**src/rtl/serial_chunk_subtractor.sv**
```systemverilog
// Multi-cycle subtractor: result = A - B - borrow_i, one CHUNK_WIDTH slice per clock, LSB first.
// Optional macro SUB_OVERFLOW_EN adds a registered two's-complement overflow flag (overflow_o).
module serial_chunk_subtractor #(
  parameter int DATA_WIDTH  = 32,
  parameter int CHUNK_WIDTH = 8
) (
  input  logic                  clk_i,
  input  logic                  rst_n_i,
  input  logic                  valid_i,
  input  logic [DATA_WIDTH-1:0] operand_A_i,
  input  logic [DATA_WIDTH-1:0] operand_B_i,
  input  logic                  borrow_i,
  output logic [DATA_WIDTH-1:0] result_o,
  output logic                  borrow_o,
  output logic                  valid_o,
  output logic                  idle_o
`ifdef SUB_OVERFLOW_EN
  ,
  output logic                  overflow_o
`endif
);

  localparam int N     = DATA_WIDTH / CHUNK_WIDTH;
  localparam int CNT_W = (N > 1) ? $clog2(N) : 1;

  typedef enum logic [0:0] {
    IDLE     = 1'b0,
    SUBTRACT = 1'b1
  } state_e;

  state_e                  state_r;
  logic [DATA_WIDTH-1:0]   a_r;
  logic [DATA_WIDTH-1:0]   b_r;
  logic [DATA_WIDTH-1:0]   work_r;
  logic                    borrow_r;
  logic [CNT_W-1:0]        cnt_r;
`ifdef SUB_OVERFLOW_EN
  logic                    a_msb_r;
  logic                    b_msb_r;
`endif

  logic [CHUNK_WIDTH:0]    sum_s;
  logic                    carry_s;
  logic [CHUNK_WIDTH-1:0]  diff_s;
  logic [DATA_WIDTH-1:0]   work_next_s;
  logic                    last_chunk_s;

  // Subtraction as A + ~B + ~borrow; the carry out is the inverted borrow.
  assign sum_s = {1'b0, a_r[CHUNK_WIDTH-1:0]}
               + {1'b0, ~b_r[CHUNK_WIDTH-1:0]}
               + {{CHUNK_WIDTH{1'b0}}, ~borrow_r};
  assign carry_s      = sum_s[CHUNK_WIDTH];
  assign diff_s       = sum_s[CHUNK_WIDTH-1:0];
  assign work_next_s  = (work_r >> CHUNK_WIDTH)
                      | (DATA_WIDTH'(diff_s) << (DATA_WIDTH - CHUNK_WIDTH));
  assign last_chunk_s = (cnt_r == CNT_W'(N - 1));

  // Control FSM, operand/working datapath and registered outputs.
  always_ff @(posedge clk_i or negedge rst_n_i) begin
    if (!rst_n_i) begin
      state_r    <= IDLE;
      a_r        <= {DATA_WIDTH{1'b0}};
      b_r        <= {DATA_WIDTH{1'b0}};
      work_r     <= {DATA_WIDTH{1'b0}};
      borrow_r   <= 1'b0;
      cnt_r      <= {CNT_W{1'b0}};
      result_o   <= {DATA_WIDTH{1'b0}};
      borrow_o   <= 1'b0;
      valid_o    <= 1'b0;
      idle_o     <= 1'b1;
`ifdef SUB_OVERFLOW_EN
      a_msb_r    <= 1'b0;
      b_msb_r    <= 1'b0;
      overflow_o <= 1'b0;
`endif
    end else begin
      valid_o <= 1'b0;
      case (state_r)
        IDLE: begin
          if (valid_i) begin
            a_r      <= operand_A_i;
            b_r      <= operand_B_i;
            borrow_r <= borrow_i;
            cnt_r    <= {CNT_W{1'b0}};
            state_r  <= SUBTRACT;
            idle_o   <= 1'b0;
`ifdef SUB_OVERFLOW_EN
            a_msb_r  <= operand_A_i[DATA_WIDTH-1];
            b_msb_r  <= operand_B_i[DATA_WIDTH-1];
`endif
          end else begin
            state_r <= IDLE;
            idle_o  <= 1'b1;
          end
        end
        SUBTRACT: begin
          borrow_r <= ~carry_s;
          work_r   <= work_next_s;
          a_r      <= a_r >> CHUNK_WIDTH;
          b_r      <= b_r >> CHUNK_WIDTH;
          cnt_r    <= cnt_r + CNT_W'(1);
          if (last_chunk_s) begin
            result_o   <= work_next_s;
            borrow_o   <= ~carry_s;
            valid_o    <= 1'b1;
            state_r    <= IDLE;
            idle_o     <= 1'b1;
`ifdef SUB_OVERFLOW_EN
            overflow_o <= (a_msb_r != b_msb_r) && (work_next_s[DATA_WIDTH-1] != a_msb_r);
`endif
          end else begin
            state_r <= SUBTRACT;
            idle_o  <= 1'b0;
          end
        end
        default: begin
          state_r <= IDLE;
          idle_o  <= 1'b1;
        end
      endcase
    end
  end

endmodule

```
**config.mk**
```make
export PLATFORM = sky130hd
export DESIGN_NAME = serial_chunk_subtractor
export DESIGN_NICKNAME = d
export VERILOG_FILES = /design/src/rtl/serial_chunk_subtractor.sv
export SDC_FILE = /design/constraint.sdc
export NUM_CORES = 1
export LEC_CHECK = 0
export ABC_AREA = 1
export CORE_UTILIZATION = 55
export DETAILED_ROUTE_END_ITERATION = 12
export PLACE_DENSITY = 0.84
export SETUP_SLACK_MARGIN = 0.05
export SLEW_MARGIN = 10
export SYNTH_ARGS = -nofsm -noshare
export SYNTH_HDL_FRONTEND = slang
export SYNTH_SLANG_ARGS = --single-unit
export TNS_END_PERCENT = 1
```
**constraint.sdc**
```tcl
create_clock -name clk_i -period 2.97 [get_ports clk_i]
set_input_delay 0.297 -clock clk_i [delete_from_list [all_inputs] [get_ports clk_i]]
set_output_delay 0.297 -clock clk_i [all_outputs]
set_load 0.1 [all_outputs]
```
==> results.py, run 1 <==
metrics = {
    "synth": {
        "synth-seq-cells": 127,
        "synth_top_area_share_pct": 57.4,
        "synth-main-ff-cell": "dfrtp_1",
        "yosys.area.top_type": "dfrtp_1",
        "async_reset_ff_share_pct": 100,
        "syn_nets": 696,
        "synth_edf_count": 0,
        "synth_seq_area_share_pct": 57.9,
        "syn_area_um2": 5490,
        "synth_warnings": 0,
        "syn_area_per_cell_um2": 8.89,
        "synth_cell_types": 28,
        "synth_area_leaders": "dfrtp_1, nand2_1, nand3_1",
        "syn_inst": 618,
    },
    "routing": {
        "vias": 4558,
        "totalWireLength_mm": 12.3,
        "drt_iter0_markers": 210,
        "postRouteAntennaNets": 0,
        "via_per_inst": 5.32,
        "dr.pass1.iters": 4,
        "wl_per_cell_um": 14.3,
        "drc": 0,
    },
    "setup_path": {
        "crit_chain": "clkdlybuf4s50_1",
        "worst-path-max-fanout": 2,
        "cp_num_buf_inv": 1,
        "crit_path_top_delay_cell": "clkdlybuf4s50_1",
        "arrival_ns": 2.00,
        "cpPeakStageDelay_ns": 1.13,
        "rr_endpoint": "result_o[30]",
        "r2r_slack_ns": 0.99,
        "path_delay_family": "buffers and inverters",
        "r2r-start": "a_r[0]",
        "critPathKind": "register to primary output",
        "cp-start-kind": "register",
        "required_ns": 2.67,
        "endpoint_kind": "primary output",
        "r2r_cells": 8,
    },
    "clock_tree": {
        "cts_buffer_depth": 2,
        "clkTransAtPathRegs_ns": 0.06,
        "htreeDepth": 4,
        "cts_setup_buffers": 0,
        "clock_latency_ns": 0.53,
        "hold_buffers": 1,
        "cts_tree": "yes",
        "cts_buffers": 17,
        "cts_sinks": 127,
        "root_buffer": "clkbuf_8",
        "cts_resized": 0,
    },
    "sta": {
        "fin_worst_skew_ns": 0.00665,
        "tns_ns": 0,
        "fin_crit_sh_pct": 77.4,
        "worst_hold_slack_ns": 0.329,
        "finalSetupViolations": 0,
        "drv_slew": 0,
        "period_needed_ns": 2.30,
        "finalHoldViolations": 0,
        "rsz0062_at_grt": "no",
        "worst_pin_slew_ns": 0.957,
        "slew_headroom_pct": 36.0,
        "fmax_ghz": 0.435,
        "worst_slack_ns": 0.671,
    },
    "floorplanning": {
        "core_area_um2": 9730,
        "rows": 36,
        "dieArea_um2": 10400,
        "pin_count": 103,
        "initial_core_util_pct": 56.5,
        "chipWidth_um": 102,
        "die_h_um": 102,
    },
    "final_layout": {
        "final_common_cell": "nand2_1",
        "antenna_cells": 0,
        "drive_above_1_share_pct": 11.5,
        "nNetsFinal": 789,
        "fillers": 712,
        "synthToLayoutAreaGrowth_pct": 28.9,
        "final_cell_mix": "nand2_1, dfrtp_1, nand3_1",
    },
    "worst_hold_path": {
        "hp-start": "operand_B_i[24]",
        "hold_depth": 3,
        "hold_end": "b_r[24]",
        "hold_class": "input port to register",
    },
    "placed_design": {
        "io_buffers": 102,
        "dp_hpwl_mm": 8.08,
        "place_ws_ns": 1.01,
        "gp_congestion": 0.857,
    },
    "power": {
        "clkPwrFrac_pct": 22.5,
        "peakVddDrop_mv": 0.746,
        "seq_power_share_pct": 30.9,
        "power.internal_mw": 4.94,
        "p_switching_mw": 4.32,
        "p_per_area_nw_per_um2": 1310,
        "sw_frac_of_total_pct": 46.7,
        "combPwrFrac_pct": 46.6,
        "p_leak_nw": 3.47,
    },
    "grt": {
        "antenna_found_initial": 0,
        "grtUsageTotal_pct": 25.6,
        "grt_max_degree": 69,
        "grt_pass1_wl_mm": 20.0,
        "grt_overflow": 0,
        "grt_pass1_vias": 4340,
    },
    "flow_run": {
        "drv_cap": 0,
    },
    "run_status": {
        "outcome": "completed",
    },
}
-- layout make-up --
| cell class | count | area [um^2] | share of cell area [%] |
|---|---|---|---|
| multi-input cells | 399 | 1920 | 27.1 |
| repair buffers | 111 | 1010 | 14.3 |
| flip-flops and latches | 127 | 3180 | 44.9 |
| well taps | 133 | 166 | 2.35 |
| clock inverters | 12 | 161 | 2.28 |
| inverters | 55 | 206 | 2.91 |
| clock buffers | 19 | 442 | 6.23 |
-- metrics by stage --
step | utilization, % | power (mW) | instance area (um^2) | cells
final | 72.8 | 9.26 | 7080 | 856
after global routing | 72.8 | 9.81 | 7080 | 856
after CTS | 72.8 | 9.29 | 7080 | 856
after detailed placement | 66.5 | 7.18 | 6470 | 824
after global placement | 66.5 | 7.06 | 6470 | 824
after floorplan | - | 6.18 | 5490 | 618
-- cells in the mapped netlist (2+ instances only) --
master and count:
inv_1 52, a21oi_1 3, dfrtp_1 126, o221ai_1 2, nor2_1 14, clkbuf_1 9
buf_6 3, fa_1 2, o21ai_1 21, buf_2 21, inv_2 3, ha_1 8
nand2_1 179, o21ai_0 39, o22ai_1 10, buf_1 3, nand3_1 104, o211ai_1 9
-- flip-flops by register name (all words and copies together) (netlist names) --
name	count
a_r	32
b_r	32
result_o	32
work_r	24
cnt_r	2
borrow_o	1
borrow_r	1
idle_o	1
state_r	1
valid_o	1
-- per-layer routing --
layer	GRT usage (%)	part of all wire, %	up-vias
met5	0	0	-
met1	33.0	43	2181
met2	42.1	50	157
li1	-	-	2207
met3	6.63	6.0	13
met4	9.67	1.2	0
-- power by group through the flow --
stage	logic (mW)	registers, mW	clock network [mW]
floorplan	1.88	4.29	0
global placement	4.21	2.85	0
detailed placement	4.30	2.88	0
CTS	4.33	2.86	2.09
global route	4.69	2.94	2.19
finish	4.32	2.86	2.08
-- kinds of logic (layout without fill, tap and decap cells) --
logic type               Yosys count  count (layout)  synth area share [%]
AND/OR/NAND/NOR                  301             301                  23.3
flip-flops                       127             127                  57.9
buffers and inverters             92             197                  7.24
AO/OA/AOI/OAI                     87              87                  8.86
adder cells (fa/ha/maj)           10              10                  2.55
XOR/XNOR                           1               1                 0.159
-- how the worst max path moves through the flow --
stage / startpoint / to / slack, ns / depth (start not counted)
2_1_floorplan: a_r[0] / result_o[30] / 1.14 / 8
3_3_place_gp: a_r[0] / result_o[30] / 1.04 / 8
3_5_place_dp: a_r[0] / result_o[30] / 1.01 / 8
4_1_cts: result_o[0] / result_o[0] / 0.66 / 1
5_1_grt: result_o[0] / result_o[0] / 0.62 / 1
6_report: result_o[0] / result_o[0] / 0.67 / 1
No activity file was read; power rests on OpenSTA's default activity.
==> run 2: changes to the inputs <==
--- a/config.mk
+++ b/config.mk
@@ -6,9 +6,9 @@
 export NUM_CORES = 1
 export LEC_CHECK = 0
 export ABC_AREA = 1
-export CORE_UTILIZATION = 55
+export CORE_UTILIZATION = 47
 export DETAILED_ROUTE_END_ITERATION = 12
-export PLACE_DENSITY = 0.84
+export PLACE_DENSITY = 0.76
 export SETUP_SLACK_MARGIN = 0.05
 export SLEW_MARGIN = 10
 export SYNTH_ARGS = -nofsm -noshare
==> constraint.sdc (replaced) <==
create_clock -name clk_i -period 1.9 [get_ports clk_i]
set_input_delay 0.19 -clock clk_i [delete_from_list [all_inputs] [get_ports clk_i]]
set_output_delay 0.19 -clock clk_i [all_outputs]
set_load 0.1 [all_outputs]
==> run 2 against run 1 <==
Against the previous run: final area rose by 0.69%; core utilization fell by 10 points; first-iteration DRC count rose by 15%; global-route usage fell by 3.4 points; sequential cell count did not move; worst setup slack got worse by 0.59 ns.
==> results.py, run 2 (synthesis results as in run 1) <==
metrics = {
    "run_status": {
        "outcome": "completed",
    },
    "final_layout": {
        "fillers": 967,
        "final_area_um2": 7130,
        "layoutNonFillerInstCount": 872,
        "drive_above_1_share_pct": 12.8,
        "nNetsFinal": 794,
        "antenna_cells": 0,
        "final_cell_mix": "nand2_1, dfrtp_1, nand3_1",
        "final_common_cell": "nand2_1",
        "synthToLayoutAreaGrowth_pct": 29.8,
        "reg_top3": "a_r: 32 flops, b_r: 32 flops, result_o: 32 flops",
    },
    "placed_design": {
        "dp_hpwl_mm": 8.56,
        "place_ws_ns": -0.0586,
        "io_buffers": 102,
        "postPlaceCellArea_um2": 6530,
        "gp_congestion": 0.850,
        "dp.cells": 839,
    },
    "floorplanning": {
        "core_area_um2": 11400,
        "initial_core_util_pct": 48.1,
        "pin_count": 103,
        "die_h_um": 110,
        "chipWidth_um": 110,
        "rows": 39,
        "dieArea_um2": 12100,
    },
    "power": {
        "p_leak_nw": 3.49,
        "peakVddDrop_mv": 1.74,
        "p_per_area_nw_per_um2": 2040,
        "total_power_mw": 14.5,
    },
    "sta": {
        "worst_pin_slew_ns": 0.502,
        "fmax_ghz": 0.550,
        "fin_crit_sh_pct": 95.7,
        "finalSetupViolations": 0,
        "period_needed_ns": 1.82,
        "drv_slew": 0,
        "worst_slack_ns": 0.0813,
        "fin_worst_skew_ns": 0.00556,
        "slew_headroom_pct": 66.6,
        "finalHoldViolations": 0,
        "rsz0062_at_grt": "yes",
    },
    "clock_tree": {
        "cts_sinks": 127,
        "cts_buffer_depth": 2,
        "cts_setup_buffers": 0,
        "cts_buffers": 17,
        "root_buffer": "clkbuf_16",
        "htreeDepth": 4,
        "cts_tree": "yes",
        "clock_latency_ns": 0.40,
        "clkTransAtPathRegs_ns": 0.06,
    },
    "setup_path": {
        "critPathKind": "register to register",
        "startpoint": "borrow_r",
        "required_ns": 2.17,
        "cp-start-kind": "register",
        "arrival_ns": 2.09,
        "r2r-start": "borrow_r",
        "r2r_cells": 8,
        "endpoint_kind": "register",
        "worst-path-max-fanout": 4,
    },
    "worst_hold_path": {
        "hold_depth": 3,
        "hp-start": "valid_i",
        "hold_class": "input port to register",
    },
    "grt": {
        "grt_overflow": 0,
        "grt_pass1_wl_mm": 20.3,
        "grt_max_degree": 54,
        "grt_pass1_vias": 4351,
        "grtUsageTotal_pct": 22.2,
        "antenna_found_initial": 0,
    },
    "flow_run": {
        "drv_cap": 0,
    },
    "routing": {
        "via_per_inst": 5.24,
        "vias": 4571,
        "postRouteAntennaNets": 0,
        "drc": 0,
        "wl_per_cell_um": 14.1,
        "drt_iter0_markers": 242,
        "totalWireLength_mm": 12.3,
        "dr.pass1.iters": 5,
    },
}
## run 2: cell types whose count changed in the layout (fill, tap and decap cells not counted), moves of 2 or more
cell      before  now
clkinv_2       1    5
fa_2           0    2
fa_1           2    0
clkbuf_8       3    1
clkinv_4       4    1
clkbuf_1       0    3
buf_4         42   47
nand3_1      104  102
## run 2: routing by layer
layer / GRT usage (%) / wire, um / share of wire (%) / up-vias
met1: 27.8 / 5370 / 44 / 2151
met2: 37.0 / 6000 / 49 / 178
met4: 9.59 / 231 / 1.9 / 0
met3: 5.29 / 732 / 5.9 / 18
met5: 0 / 0 / 0 / -
li1: - / - / - / 2224
## run 2: stage by stage
step           utilization [%]  setup TNS (ns)  hold slack [ns]
2_1_floorplan                -               0           -0.106
6_report                  62.5               0            0.254
3_3_place_gp              57.2               0            0.182
3_5_place_dp              57.2          -0.165            0.194
4_1_cts                   62.4               0            0.241
5_1_grt                   62.5               0            0.284
## run 2: area by class of cell
type	instances	area [um^2]	area share, %
multi-input combinational	399	1940	27.2
sequential	127	3180	44.6
tap	143	179	2.51
timing repair buffer	116	1060	14.8
clock inverter	11	116	1.63
inverter	55	206	2.89
clock buffer	21	450	6.31
## run 2: timing repair
action | in CTS | in global routing
pin swaps | 1 | 1
hold buffers | 1 | 0
cloned | 0 | 0
setup endpoints to repair | 7 | 4
gates resized for setup | 4 | 3
endpoints found under the hold margin | 35 | 0
## run 2: power breakdown
group / internal (mW) / total, mW / switching [mW]
logic: 1.93 / 6.99 / 5.06
clock network: 1.95 / 3.08 / 1.13
registers: 3.83 / 4.46 / 0.627
## run 2: final timing paths
path	end	slack, ns
min in group asynchronous	result_o[3]	0.30
hold reg to reg	a_r[31]	0.47
setup reg to reg	work_r[28]	0.08
setup / recovery	work_r[28]	0.08
hold / removal	a_r[31]	0.25
max in group asynchronous	idle_o	0.88
## run 2: critical path, cell delays in order (launching register included)
cell and delay [ns]:
dfrtp_1 0.37, inv_2 0.05, fa_2 0.41, fa_2 0.36, nand2_2 0.09, nand3_4 0.08
a21o_1 0.19, nand3_1 0.07, o21ai_1 0.07
==> run 3: changes to the inputs <==
--- a/config.mk
+++ b/config.mk
@@ -6,9 +6,9 @@
 export NUM_CORES = 1
 export LEC_CHECK = 0
 export ABC_AREA = 1
-export CORE_UTILIZATION = 47
+export CORE_UTILIZATION = 55
 export DETAILED_ROUTE_END_ITERATION = 12
-export PLACE_DENSITY = 0.76
+export PLACE_DENSITY = 0.84
 export SETUP_SLACK_MARGIN = 0.05
 export SLEW_MARGIN = 10
 export SYNTH_ARGS = -nofsm -noshare
==> constraint.sdc (replaced) <==
create_clock -name clk_i -period 2.3 [get_ports clk_i]
set_input_delay 0.23 -clock clk_i [delete_from_list [all_inputs] [get_ports clk_i]]
set_output_delay 0.23 -clock clk_i [all_outputs]
set_load 0.1 [all_outputs]
==> run 3 against run 2 <==
Against the previous run: global-route usage is 4.0 points higher; clock skew is 0.0028 ns higher; first-iteration DRC count is 21% lower; critical endpoint unchanged; sequential cell count stayed put; largest power group unchanged.
==> results.py, run 3 (synthesis results as in run 1) <==
metrics = {
    "grt": {
        "grt_pass1_vias": 4498,
        "use_met1_pct": 32.0,
        "grt_max_degree": 65,
        "gr-usage-met2_pct": 45.1,
        "grtUsageMet3_pct": 5.40,
        "antenna_found_initial": 0,
        "grt_pass1_wl_mm": 20.6,
        "grt_overflow": 0,
        "grtUsageTotal_pct": 26.3,
        "grt-busiest-layer": "met2",
    },
    "setup_path": {
        "path_delay_family": "adder cells",
        "cp_num_buf_inv": 0,
        "endpoint_kind": "register",
        "critPathKind": "register to register",
        "arrival_ns": 2.37,
        "crit_chain": "fa_1, fa_1, nand2_1, nand3_1, a21o_1, nand3_1, o21ai_1",
        "cpPeakStageDelay_ns": 0.47,
        "worst-path-max-fanout": 4,
        "required_ns": 2.68,
        "cp-start-kind": "register",
        "crit_path_top_delay_cell": "fa_1",
    },
    "clock_tree": {
        "clkTransAtPathRegs_ns": 0.06,
        "cts_buffers": 17,
        "cts_tree": "yes",
        "clock_latency_ns": 0.51,
        "cts_buffer_depth": 2,
        "cts_resized": 0,
        "root_buffer": "clkbuf_8",
        "cts_setup_buffers": 0,
        "cts_sinks": 127,
        "htreeDepth": 4,
    },
    "sta": {
        "period_needed_ns": 1.99,
        "worst_slack_ns": 0.311,
        "finalSetupViolations": 0,
        "drv_slew": 0,
        "slew_headroom_pct": 47.7,
        "worst_pin_slew_ns": 0.784,
        "worst_hold_slack_ns": 0.209,
        "rsz0062_at_grt": "no",
        "tns_ns": 0,
        "fin_worst_skew_ns": 0.00837,
        "finalHoldViolations": 0,
        "fmax_ghz": 0.503,
        "fin_crit_sh_pct": 86.5,
    },
    "routing": {
        "dr.pass1.iters": 5,
        "vias": 4620,
        "totalWireLength_mm": 12.7,
        "via_per_inst": 5.38,
        "wl_per_cell_um": 14.8,
        "drt_iter0_markers": 190,
        "drc": 0,
        "postRouteAntennaNets": 0,
    },
    "floorplanning": {
        "initial_core_util_pct": 56.5,
        "pin_count": 103,
        "chipWidth_um": 102,
        "core_area_um2": 9730,
        "die_h_um": 102,
        "rows": 36,
        "dieArea_um2": 10400,
    },
    "placed_design": {
        "place_ws_ns": 0.331,
        "postPlaceCellArea_um2": 6500,
        "dp_hpwl_mm": 8.47,
        "io_buffers": 102,
        "gp_congestion": 0.876,
        "dp.cells": 826,
    },
    "final_layout": {
        "fillers": 750,
        "layoutNonFillerInstCount": 859,
        "reg_top3": "a_r: 32 flops, b_r: 32 flops, result_o: 32 flops",
        "final_area_um2": 7090,
        "final_cell_mix": "nand2_1, dfrtp_1, nand3_1",
        "nNetsFinal": 791,
        "synthToLayoutAreaGrowth_pct": 29.0,
        "postLayoutCoreUtil_pct": 72.9,
        "multiInputGateArea_um2": 1920,
        "drive_above_1_share_pct": 12.0,
        "antenna_cells": 0,
        "final_common_cell": "nand2_1",
        "seq_area_um2": 3180,
    },
    "run_status": {
        "outcome": "completed",
    },
    "power": {
        "total_power_mw": 11.9,
        "peakVddDrop_mv": 0.861,
        "p_leak_nw": 3.46,
        "p_per_area_nw_per_um2": 1690,
    },
    "worst_hold_path": {
        "hold_class": "input port to register",
    },
    "flow_run": {
        "drv_cap": 0,
    },
}
-- run 3: power by group --
group | total, mW | switching, mW | internal (mW)
Sequential | 3.68 | 0.514 | 3.16
Clock | 2.60 | 1.00 | 1.60
Combinational | 5.67 | 4.14 | 1.53
-- run 3: layout make-up --
type	count	area share [%]
multi-input combinational	399	27.0
timing repair buffer	113	14.6
clock buffer	19	6.23
tap	133	2.35
inverter	55	2.91
clock inverter	13	1.98
sequential	127	44.9
-- run 3: per-layer routing --
layer  vias up  part of all wire, %  wire length, um
met2       155                   51             6520
li1       2207                    -                -
met4         0                  2.2              285
met3        23                  4.7              597
met1      2235                   42             5330
met5         -                    0                0
-- run 3: tightest hold or removal path: cells and delay by family --
family	cells	cell delay [ns]
AOI/OAI and AO/OA	1	0.07
buffers and inverters	1	0.24
and+or+nand+nor	1	0.13
-- run 3: path summary, 6_finish.rpt --
check | end | depth (start not counted) | slack (ns) | start
min in group asynchronous | result_o[7] | 2 | 0.35 | rst_n_i
hold reg to reg | b_r[24] | 2 | 0.48 | b_r[24]
setup / recovery | work_r[28] | 7 | 0.31 | a_r[0]
setup reg to reg | work_r[28] | 7 | 0.31 | a_r[0]
hold / removal | a_r[24] | 3 | 0.21 | valid_i
max in group asynchronous | a_r[10] | 3 | 1.16 | rst_n_i
-- run 3: what timing repair did --
item                                    4_1_cts  5_1_grt
endpoints found under the setup margin        0        0
hold endpoints to repair                     61        0
hold buffers                                  1        0
